<file path="config.mk">
export PLATFORM = sky130hd
export DESIGN_NAME = keypad_scanner
export DESIGN_NICKNAME = d
export VERILOG_FILES = /design/src/rtl/keypad_pkg.sv /design/src/rtl/keypad_col_scan.sv /design/src/rtl/keypad_scanner.sv
export SDC_FILE = /design/constraint.sdc
export NUM_CORES = 1
export LEC_CHECK = 0
export ABC_CLOCK_PERIOD_IN_PS = 2500
export CAP_MARGIN = 15
export CORE_ASPECT_RATIO = 0.8
export CORE_MARGIN = 10
export CORE_UTILIZATION = 55
export DETAILED_ROUTE_END_ITERATION = 7
export DONT_BUFFER_PORTS = 1
export HOLD_SLACK_MARGIN = 0.02
export PLACE_DENSITY_LB_ADDON = 0.25
export SLEW_MARGIN = 5
export SYNTH_ARGS = -nofsm -noshare
export SYNTH_HDL_FRONTEND = slang
export SYNTH_SLANG_ARGS = --single-unit
export TNS_END_PERCENT = 20
</file>
<file path="constraint.sdc">
create_clock -name clk -period 2.5 [get_ports clk]
set_input_delay 0.625 -clock clk [delete_from_list [all_inputs] [get_ports clk]]
set_output_delay 0.625 -clock clk [all_outputs]
set_load 0.1 [all_outputs]
</file>
<file path="src/rtl/keypad_pkg.sv">
// Shared constants, state encoding and named keycodes for the 4x5 piano key matrix scanner.
package keypad_pkg;

    localparam int unsigned ROWS      = 4;
    localparam int unsigned COLS      = 5;
    localparam int unsigned KEYCODE_W = 5;
    localparam int unsigned ROW_IDX_W = 2;
    localparam int unsigned COL_IDX_W = 3;

    typedef enum logic [1:0] {
        IDLE    = 2'd0,
        CONFIRM = 2'd1,
        HELD    = 2'd2,
        RELEASE = 2'd3
    } state_t;

    localparam logic [KEYCODE_W-1:0] KEY_C      = 5'd4;
    localparam logic [KEYCODE_W-1:0] KEY_OCT_UP = 5'd15;
    localparam logic [KEYCODE_W-1:0] KEY_OCT_DN = 5'd19;

endpackage

</file>
<file path="src/rtl/keypad_col_scan.sv">
// Column ring with per-column dwell divider and 2-FF row synchronizer; strobes the row sample
// on the last dwell cycle of each column and flags the column-4 sample as frame_tick.
module keypad_col_scan
    import keypad_pkg::*;
#(
    parameter int unsigned CLK_DIV = 50000
) (
    input  logic                 clk,
    input  logic                 rst,
    input  logic [ROWS-1:0]      row,
    output logic [COLS-1:0]      col,
    output logic [ROWS-1:0]      row_sync,
    output logic                 sample,
    output logic [COL_IDX_W-1:0] col_idx,
    output logic                 frame_tick
);

    localparam int unsigned            DW         = $clog2(CLK_DIV);
    localparam logic [DW-1:0]          DWELL_LAST = DW'(CLK_DIV - 1);
    localparam logic [COL_IDX_W-1:0]   COL_LAST   = COL_IDX_W'(COLS - 1);
    localparam logic [COLS-1:0]        COL_ONE    = COLS'(1);

    logic [DW-1:0]   dwell;
    logic [ROWS-1:0] row_meta;

    always_ff @(posedge clk) begin
        if (rst) begin
            dwell    <= '0;
            col_idx  <= '0;
            row_meta <= '1;
            row_sync <= '1;
        end else begin
            row_meta <= row;
            row_sync <= row_meta;
            if (sample) begin
                dwell   <= '0;
                col_idx <= (col_idx == COL_LAST) ? '0 : col_idx + 1'b1;
            end else begin
                dwell <= dwell + 1'b1;
            end
        end
    end

    assign sample     = (dwell == DWELL_LAST);
    assign frame_tick = sample && (col_idx == COL_LAST);
    assign col        = ~(COL_ONE << col_idx);

endmodule

</file>
<file path="src/rtl/keypad_scanner.sv">
// Debounced single-key scanner for the piano key matrix; presents keycode plus level ready.
// Optional auto-repeat pulses on ready are enabled with the KEYPAD_REPEAT_EN macro.
module keypad_scanner
    import keypad_pkg::*;
#(
    parameter int unsigned CLK_DIV         = 50000,
    parameter int unsigned DEBOUNCE_FRAMES = 4
`ifdef KEYPAD_REPEAT_EN
    ,
    parameter int unsigned REPEAT_DELAY    = 100,
    parameter int unsigned REPEAT_PERIOD   = 25
`endif
) (
    input  logic                 clk,
    input  logic                 rst,
    input  logic [ROWS-1:0]      row,
    output logic [COLS-1:0]      col,
    output logic [KEYCODE_W-1:0] keycode,
    output logic                 ready,
    output logic                 frame_tick
);

    localparam int unsigned      CNT_W    = $clog2(DEBOUNCE_FRAMES + 1);
    localparam logic [CNT_W-1:0] CNT_DONE = CNT_W'(DEBOUNCE_FRAMES);
    localparam logic [CNT_W-1:0] CNT_ONE  = CNT_W'(1);

    logic [ROWS-1:0]      row_sync;
    logic                 sample;
    logic [COL_IDX_W-1:0] col_idx;

    state_t               state;
    logic [KEYCODE_W-1:0] cand;
    logic [KEYCODE_W-1:0] frame_key;
    logic                 frame_valid;
    logic                 frame_hit;
    logic [CNT_W-1:0]     cnt;
    logic [CNT_W-1:0]     cnt_inc;

    logic [ROWS-1:0]      pressed;
    logic                 col_any;
    logic [ROW_IDX_W-1:0] row_lo;
    logic                 eff_valid;
    logic                 eff_hit;
    logic [KEYCODE_W-1:0] eff_key;

    keypad_col_scan #(.CLK_DIV(CLK_DIV)) u_col_scan (
        .clk        (clk),
        .rst        (rst),
        .row        (row),
        .col        (col),
        .row_sync   (row_sync),
        .sample     (sample),
        .col_idx    (col_idx),
        .frame_tick (frame_tick)
    );

    // Frame accumulators merged with the current column's sample, so the FSM sees the whole frame.
    always_comb begin
        pressed = ~row_sync;
        col_any = 1'b0;
        row_lo  = '0;
        for (int unsigned r = 0; r < ROWS; r++) begin
            if (pressed[r] && !col_any) begin
                col_any = 1'b1;
                row_lo  = ROW_IDX_W'(r);
            end
        end
        eff_valid = frame_valid | col_any;
        eff_key   = frame_valid ? frame_key : {col_idx, row_lo};
        eff_hit   = frame_hit |
                    ((cand[KEYCODE_W-1:ROW_IDX_W] == col_idx) && pressed[cand[ROW_IDX_W-1:0]]);
        cnt_inc   = (cnt == CNT_DONE) ? cnt : cnt + CNT_ONE;
    end

`ifdef KEYPAD_REPEAT_EN
    localparam int unsigned REP_MAX = (REPEAT_DELAY > REPEAT_PERIOD) ? REPEAT_DELAY : REPEAT_PERIOD;
    localparam int unsigned REP_W   = $clog2(REP_MAX + 1);

    logic [REP_W-1:0] rep_cnt;
    logic [REP_W-1:0] rep_inc;
    logic [REP_W-1:0] rep_target;
    logic             rep_first;

    always_comb begin
        rep_inc    = rep_cnt + REP_W'(1);
        rep_target = rep_first ? REP_W'(REPEAT_DELAY) : REP_W'(REPEAT_PERIOD);
    end
`endif

    always_ff @(posedge clk) begin
        if (rst) begin
            state       <= IDLE;
            ready       <= 1'b0;
            keycode     <= '0;
            cand        <= '0;
            cnt         <= '0;
            frame_valid <= 1'b0;
            frame_key   <= '0;
            frame_hit   <= 1'b0;
`ifdef KEYPAD_REPEAT_EN
            rep_cnt     <= '0;
            rep_first   <= 1'b1;
`endif
        end else if (frame_tick) begin
            frame_valid <= 1'b0;
            frame_key   <= '0;
            frame_hit   <= 1'b0;
            case (state)
                IDLE: begin
                    if (eff_valid) begin
                        cand <= eff_key;
                        cnt  <= CNT_ONE;
                        if (CNT_DONE == CNT_ONE) begin
                            keycode <= eff_key;
                            ready   <= 1'b1;
                            state   <= HELD;
                        end else begin
                            state <= CONFIRM;
                        end
                    end
                end
                CONFIRM: begin
                    if (eff_hit) begin
                        cnt <= cnt_inc;
                        if (cnt_inc == CNT_DONE) begin
                            keycode <= cand;
                            ready   <= 1'b1;
                            state   <= HELD;
                        end
                    end else if (eff_valid) begin
                        cand <= eff_key;
                        cnt  <= CNT_ONE;
                    end else begin
                        state <= IDLE;
                    end
                end
                HELD: begin
                    if (!eff_hit) begin
                        cnt   <= CNT_ONE;
                        ready <= 1'b1;
                        state <= RELEASE;
                    end
`ifdef KEYPAD_REPEAT_EN
                    else begin
                        ready <= (rep_inc != rep_target);
                    end
`endif
                end
                RELEASE: begin
                    if (eff_hit) begin
                        state <= HELD;
                    end else begin
                        cnt <= cnt_inc;
                        if (cnt_inc == CNT_DONE) begin
                            ready <= 1'b0;
                            state <= IDLE;
                        end
                    end
                end
                default: state <= IDLE;
            endcase
`ifdef KEYPAD_REPEAT_EN
            // Clearing whenever the hold does not continue covers every entry into HELD or RELEASE.
            if (state == HELD && eff_hit) begin
                if (rep_inc == rep_target) begin
                    rep_cnt   <= '0;
                    rep_first <= 1'b0;
                end else begin
                    rep_cnt <= rep_inc;
                end
            end else begin
                rep_cnt   <= '0;
                rep_first <= 1'b1;
            end
`endif
        end else if (sample) begin
            frame_valid <= eff_valid;
            frame_key   <= eff_key;
            frame_hit   <= eff_hit;
        end
    end

endmodule

</file>
======== Word level (Yosys, flattened, before mapping) ========
Index checks and enable logic that the tools add are counted.
word-level totals
  register bits after elaboration ......... 50
  input port bits ......................... 6
cells by class
  add/sub/neg operators ................... 3
  $lt $le $gt $ge ......................... 1
  equality and inequality tests ........... 18
  shift operators ......................... 1
  multiplexer cells ....................... 34
  bitwise logic cells ..................... 4
  reductions and logical operators ........ 18
operator list
  operator                                                           number
  2-bit 2-to-1 mux                                                   9
  3-bit 2-to-1 mux                                                   6
  16-bit by 1-bit adder with 16-bit output, second input constant    1
  16-bit equality test, second input constant                        1
  5-bit 2-to-1 mux                                                   3
  2-bit != test, second input constant                               7
  3-bit one-hot mux with 4 select lines                              1
  1-bit 2-to-1 mux                                                   11
  5-bit one-hot mux with 2 select lines                              1
  3-bit equality test, second input constant                         3
  3-bit != test, second input constant                               3
  2-bit one-hot mux with 4 select lines                              1
  7-bit AND reduction                                                1
  3-bit by 1-bit adder with 3-bit output, second input constant      2
  3-bit AND reduction                                                2
  6-bit AND reduction                                                1
  1-bit logical AND                                                  5
  5-bit inverter                                                     1
  1-bit by 3-bit << shifter with 5-bit output, first input constant  1
  2-bit equality test, second input constant                         2
  4-bit inverter                                                     1
  4-bit AND reduction                                                1
  2-bit OR reduction                                                 2
  3-bit equality test                                                1
  9 further kinds                                                    12

======== Depth between registers and ports, before layout ========
Gate-level depths: netlist of the first run.
  depth in word-level cells ............... 15
  gate-level depth with buffers ........... 9
  mapped depth without buffers ............ 8

======== By module ========
Synthesis of the first run repeated with hierarchy kept, for this count alone.
unflattened totals
  cells, all modules ...................... 250
  area total of the unflattened synthesis .. 2297.2 um^2
modules (own cells, without submodules)
  module           times used  cells an instance  area each (um^2)  seq. area each (um^2)
  keypad_scanner   1           128                1156.1            460.4
  keypad_col_scan  1           122                1141.1            540.5

======== Least setup slack after synthesis of the first run ========
Ideal clock, no wire load.
  kind .................................... reg2out
  start point ............................. reg u_col_scan.col_idx[0]
  end point ............................... out frame_tick
  data arrival time ....................... 2.710 ns
  data required time ...................... 1.875 ns
  path slack .............................. -0.835 ns
  stages on the path, launching flop included .. 8
  path buffers ............................ 1
  path through ............................ dfxtp_1 inv_1 ha_1 and2_1 clkbuf_1 clkinv_1 or2_2 inv_2
on the way
  longest elaborated chain between the ends .. 2
ends and longest elaborated chain
  what                    line                   source
  from (decl)             keypad_col_scan.sv:14  output logic [COL_IDX_W-1:0] col_idx,
  from (signal assigned)  keypad_col_scan.sv:37  col_idx <= (col_idx == COL_LAST) ? '0 : col_idx + 1'b1;
  3-bit equality test     keypad_col_scan.sv:45  assign frame_tick = sample && (col_idx == COL_LAST);
  1-bit logical AND       keypad_col_scan.sv:45
  to (decl)               keypad_scanner.sv:20   output logic frame_tick
No other way between the ends.

======== Worst setup path in the final report of the first run ========
  start point ............................. reg u_col_scan.dwell[5]
  end point ............................... out frame_tick
on the way
  longest elaborated chain between the ends .. 2
ends and longest elaborated chain
  what                    line                   source
  from (decl)             keypad_col_scan.sv:23  logic [DW-1:0] dwell;
  from (signal assigned)  keypad_col_scan.sv:39  dwell <= dwell + 1'b1;
  16-bit equality test    keypad_col_scan.sv:44  assign sample = (dwell == DWELL_LAST);
  1-bit logical AND       keypad_col_scan.sv:45
No other way between the ends.

==> results of run 1 <==
==> how the worst min path moves through the flow <==
stage	endpoint	slack [ns]	cells past startpoint
detailed placement	u_col_scan.row_sync[3]	0.39	1
global route	frame_key[4]	0.36	1
finish	u_col_scan.dwell[2]	0.38	1
CTS	frame_key[4]	0.37	1
floorplan	u_col_scan.row_sync[0]	0.39	1
global placement	u_col_scan.row_sync[2]	0.39	1
==> metrics by stage <==
step | hold slack (ns) | worst slack [ns] | setup TNS, ns | utilization, % | instance area [um^2]
global placement | 0.392 | 0.0554 | 0 | 62.9 | 2650
finish | 0.381 | -0.205 | -0.205 | 65.7 | 2760
floorplan | 0.389 | 0.00795 | 0 | - | 2420
CTS | 0.371 | -0.184 | -0.184 | 65.5 | 2750
global route | 0.361 | -0.234 | -0.234 | 65.7 | 2760
detailed placement | 0.392 | 0.0321 | 0 | 62.9 | 2650
==> sequential cells by signal, summed over array words and instances, names as in the netlist, named ones only <==
signal / cells
frame_hit: 1
u_col_scan.row_sync: 4
frame_key: 5
cnt: 3
ready: 1
cand: 5
frame_valid: 1
state: 1
keycode: 5
u_col_scan.row_meta: 4
u_col_scan.dwell: 16
u_col_scan.col_idx: 3
==> final cells by class <==
| cell class | instances | area, um^2 |
|---|---|---|
| Clock inverter | 3 | 25.0 |
| Tap cell | 57 | 71.3 |
| Sequential cell | 50 | 1000 |
| Clock buffer | 5 | 68.8 |
| Inverter | 14 | 70.1 |
| Timing Repair Buffer | 26 | 195 |
| Fill cell | 376 | 1440 |
| Multi-Input combinational cell | 199 | 1330 |
==> critical path: stages (launching register included) <==
cell and delay [ns]:
dfxtp_1 0.32, or4_1 0.54, or4_4 0.50, or2_4 0.29, inv_12 0.13
==> cells by family after synthesis <==
group / synth area share, %
DFF: 41.5
muxes: 3.47
adders and majority gates: 4.15
and+or+nand+nor: 24.8
xor gates and xnor gates: 5.44
buffers and inverters: 4.04
AOI/OAI and AO/OA: 16.6
==> synthesized netlist by cell type (all sizes together) (6+ instances only) <==
library cell,instances
nand4,6
dfxtp,50
nor3,7
or2,9
inv,13
nor2,27
a21oi,19
ha,8
xor2,11
o21ai,14
nand3,13
nand2,21
clkbuf,9
==> per-layer routing <==
metal | vias to the layer above | share of wire, % | global-route usage [%] | wire [um]
li1 | 1017 | - | - | -
met1 | 916 | 52 | 19.5 | 2630
met2 | 41 | 42 | 20.5 | 2120
met3 | 7 | 5.4 | 3.85 | 275
met4 | 0 | 1.1 | 4.39 | 56
met5 | - | 0 | 0 | 0
==> repair_timing <==
| action | CTS | global route |
|---|---|---|
| endpoints found under the setup margin | 1 | 7 |
| pin swaps | 0 | 0 |
| resized for setup | 4 | 2 |
==> power breakdown <==
group	switching, mW	total (mW)	internal (mW)
logic	0.0248	0.0452	0.0204
clock network	0.279	0.481	0.202
registers	0.00463	0.810	0.806
total	0.309	1.34	1.03
==> impl_metrics.toml, run 1 <==
[status]
status = "finished, violations left"
violations = "negative setup slack"

[setup_path]
cp-endpoint = "frame_tick"
worstSetupEndpointType = "output port"
timing.rr.start = "u_col_scan.dwell[4]"
worstPathMaxFanout = 3
crit_type = "flop to output port"
reg2reg_depth = 7
r2r-end = "cand[0]"
ff2ff_setup_slack_ns = 0.17
required_ns = 1.88
crit_start = "u_col_scan.dwell[5]"
cp.arrival_ns = 2.08
start_kind = "flop"

[die]
chipHeight_um = 79.3
rows = 21
dieArea_mm2 = 0.00745
coreArea_mm2 = 0.00420
ios = 18
initial_core_util_pct = 57.4
die_w_um = 94.1

[synthesis]
syn_area_mm2 = 0.00241
yosys-top-cells-area = "dfxtp_1 41%, nor2_1 4.2%, ha_1 4.1%"
synth_edf_count = 0
ys_seq_area_share_pct = 41.5
synth_top_area_share_pct = 41.5
synth-async-reset-ratio_pct = 0
yosysTopAreaCell = "dfxtp_1"
syn_area_per_cell_um2 = 8.84
syn-num-nets = 287
syn_inst = 273
yosys_register_bits = 50
yosys_warnings = 0
ys_types = 52
synthFlopType = "dfxtp_1"

[sta]
slew_headroom_pct = 61.6
rsz0062_at_grt = "yes"
setup_slack_ns = -0.205
fin_skew_ns = 0.00818
worstMarginPinSlew_ns = 0.570
finalHoldViolations = 0
fin_crit_ns = 2.70
setup_violations = 1
fmax_mhz = 370
slew_violations = 0
fin_crit_sh_pct = 108

[detailed_routing]
drc = 0
ant_nets = 0
wl_per_cell_um = 14.3
drt-total-wl_mm = 5.08
drt_pass1_iterations = 4
routed_via_density = 5.60
vias = 1981
dr.first_iter.drc_count = 124

[clock_network]
cts.path.max_buffers = 2
cts_tree = "yes"
post_cts_buffers = 0
clkLatencyLatePin_ns = 0.30
h-tree-depth = 2
cts_buffers = 5
clk_pin_slew_ns = 0.10
cts.sinks = 50
ctsHoldBuffers = 0
root_buffer = "clkbuf_8"

[grt]
grt_use_total_pct = 14.0
grt_pass1_wl_mm = 8.74
antenna_found_initial = 0
grt_pass1_vias = 1888
grt-ovfl-total = 0
grt_start_max_net_pins = 37

[finish]
final_cell_mix = "49 x dfxtp_1, 27 x nor2_1, 26 x buf_4"
n_antenna_cell = 0
final_cell_count_no_fill = 354
drive_above_1_share_pct = 18.9
final_common_cell = "dfxtp_1"
fin_nets = 310
area_delta_synth_final_pct = 14.4

[place]
portBuffers = 0
hpwl_mm = 3.81
place_congestion = 0.837
placedCellCount = 346

[job]
maxCapViolCount = 0

[worst_hold_path]
hp-start = "rst"
holdCritPathClass = "primary input to flop"

[power]
ir_drop_uv = 421
leakagePower_nw = 0.995
power.total_mw = 1.34
pwr_density_cell_mw_per_mm2 = 484
Power figures use the tool's default switching activity.
==> inputs of run 2 (changes only) <==
- CORE_UTILIZATION: 55 -> 35
==> run 2 against run 1 <==
Net effect: the flow still finishes with violations (negative setup slack); worst setup slack better by 0.010 ns; sequential share of layout area down 0.95 points; count of clock-buffer cells in the layout unchanged; fmax up 0.38%; non-clock buffer count up 4; global-route usage down 3.9 points.
==> impl_metrics.toml, run 2 (synthesis results as in run 1) <==
[sta]
worstMarginPinSlew_ns = 0.556
finalHoldViolations = 0
setup_violations = 1
setup_tns_ns = -0.195
slew_violations = 0
fin_crit_sh_pct = 108
fmax_mhz = 371
fin_skew_ns = 0.00701
rsz0062_at_grt = "yes"
slew_headroom_pct = 62.5
whs_ns = 0.391
fin_crit_ns = 2.69
setup_slack_ns = -0.195

[setup_path]
worstSetupEndpointType = "output port"
timing.rr.start = "u_col_scan.dwell[5]"
worstPathMaxFanout = 2
cp_top_family = "simple AND/OR/NAND/NOR gates"
r2r-end = "cand[1]"
cp_common_cell = "or4_4"
ff2ff_setup_slack_ns = 0.14
reg2reg_depth = 8
path_cells = "or4_4 -> or4_4 -> or2_4 -> inv_12"
required_ns = 1.88
cpPeakStageDelay_ns = 0.51
start_kind = "flop"
crit_type = "flop to output port"
crit_slowest_cell = "or4_4"
crit_buf_inv = 1
crit_start = "u_col_scan.dwell[5]"
cp.arrival_ns = 2.07

[place]
hpwl_mm = 3.90
portBuffers = 0
place_congestion = 0.818
placedCellCount = 375
post-place-ws_ns = 0.0175

[die]
initial_core_util_pct = 36.9
rows = 26
die_w_um = 113
dieArea_mm2 = 0.0106
chipHeight_um = 94.3
ios = 18
coreArea_mm2 = 0.00654

[detailed_routing]
ant_nets = 0
drt-total-wl_mm = 5.29
dr.first_iter.drc_count = 101
drc = 0
wl_per_cell_um = 13.7
routed_via_density = 5.15
vias = 1981
drt_pass1_iterations = 4

[finish]
utilization_pct = 43.4
area_delta_synth_final_pct = 17.6
final_cell_mix = "48 x dfxtp_1, 30 x buf_4, 27 x nor2_1"
largest_reg_flops = 16
fin_nets = 314
top_register = "u_col_scan.dwell"
final_common_cell = "dfxtp_1"
fillers = 660
n_antenna_cell = 0
drive_above_1_share_pct = 20.3
final_cell_count_no_fill = 385

[grt]
grt_pass1_vias = 1844
grt-ovfl-total = 0
grt_start_max_net_pins = 37
antenna_found_initial = 0
grt_pass1_wl_mm = 9.08
grt_use_total_pct = 10.2

[power]
ir_drop_uv = 307
leakagePower_nw = 1.03
pwr_density_cell_mw_per_mm2 = 500

[status]
status = "finished, violations left"
violations = "negative setup slack"

[worst_hold_path]
holdCritPathClass = "primary input to flop"
holdPathStages = 1
hp-start = "rst"
whs_endpoint = "keycode[2]"

[clock_network]
h-tree-depth = 2
root_buffer = "clkbuf_8"
clkLatencyLatePin_ns = 0.30
clk_pin_slew_ns = 0.09
cts_buffers = 5
ctsHoldBuffers = 0
cts_tree = "yes"
cts.path.max_buffers = 2
cts.sinks = 50

[job]
maxCapViolCount = 0
-- run 2: changes by cell type in the layout (fill, tap and decap cells not counted) --
cell and change:
nor4b_2 -1, bufinv_16 +1, or4_4 +1, inv_6 -1, o21ai_0 -1, clkinv_2 +2, o21ai_1 +1, dfxtp_1 -1
nor4b_1 +1, clkinv_4 -1, clkinvlp_4 -1, or4_1 -1, buf_4 +4, dfxtp_2 +1
-- run 2: power breakdown --
part | leakage (nW) | switching (mW) | internal [mW]
clock network | 0.0579 | 0.267 | 0.295
logic | 0.563 | 0.0257 | 0.0203
registers | 0.406 | 0.00532 | 0.806
total | 1.03 | 0.298 | 1.12
-- run 2: worst max path at each step --
stage	end	cells past startpoint
floorplan	frame_tick	7
global placement	frame_tick	4
detailed placement	frame_tick	4
CTS	frame_tick	4
global route	frame_tick	4
finish	frame_tick	4
-- run 2: repair_timing --
item,4_1_cts,5_1_grt
resized for setup,4,4
buffers inserted,0,2
pin swaps,0,1
setup endpoints to repair,1,3
-- run 2: worst reg2reg max path, stage by stage (launching register included) --
cell and delay [ns]:
dfxtp_2 0.33, buf_4 0.12, buf_4 0.13, or4bb_1 0.54, or4_4 0.48, a2111oi_4 0.20, buf_4 0.21, mux2i_1 0.20
nor2_1 0.05
-- run 2: cell type report --
cell class	count	area, um^2	share of cell area (%)
clock buffers	5	68.8	2.43
clock inverters	3	40.0	1.41
inverters	14	70.1	2.47
multi-input cells	199	1330	46.7
flip-flops and latches	50	1000	35.4
well taps	84	105	3.70
repair buffers	30	225	7.94
-- run 2: routing by layer --
metal	GRT usage [%]	share of wire (%)
met5	0	0
met4	3.38	1.0
met3	2.81	4.7
met2	14.4	41
met1	14.3	54
-- run 2: metrics by stage --
stage / instance area [um^2] / total power [mW]
floorplan: 2420 / 0.870
global placement: 2690 / 0.875
detailed placement: 2690 / 0.876
CTS: 2820 / 1.44
global route: 2840 / 1.48
finish: 2840 / 1.42
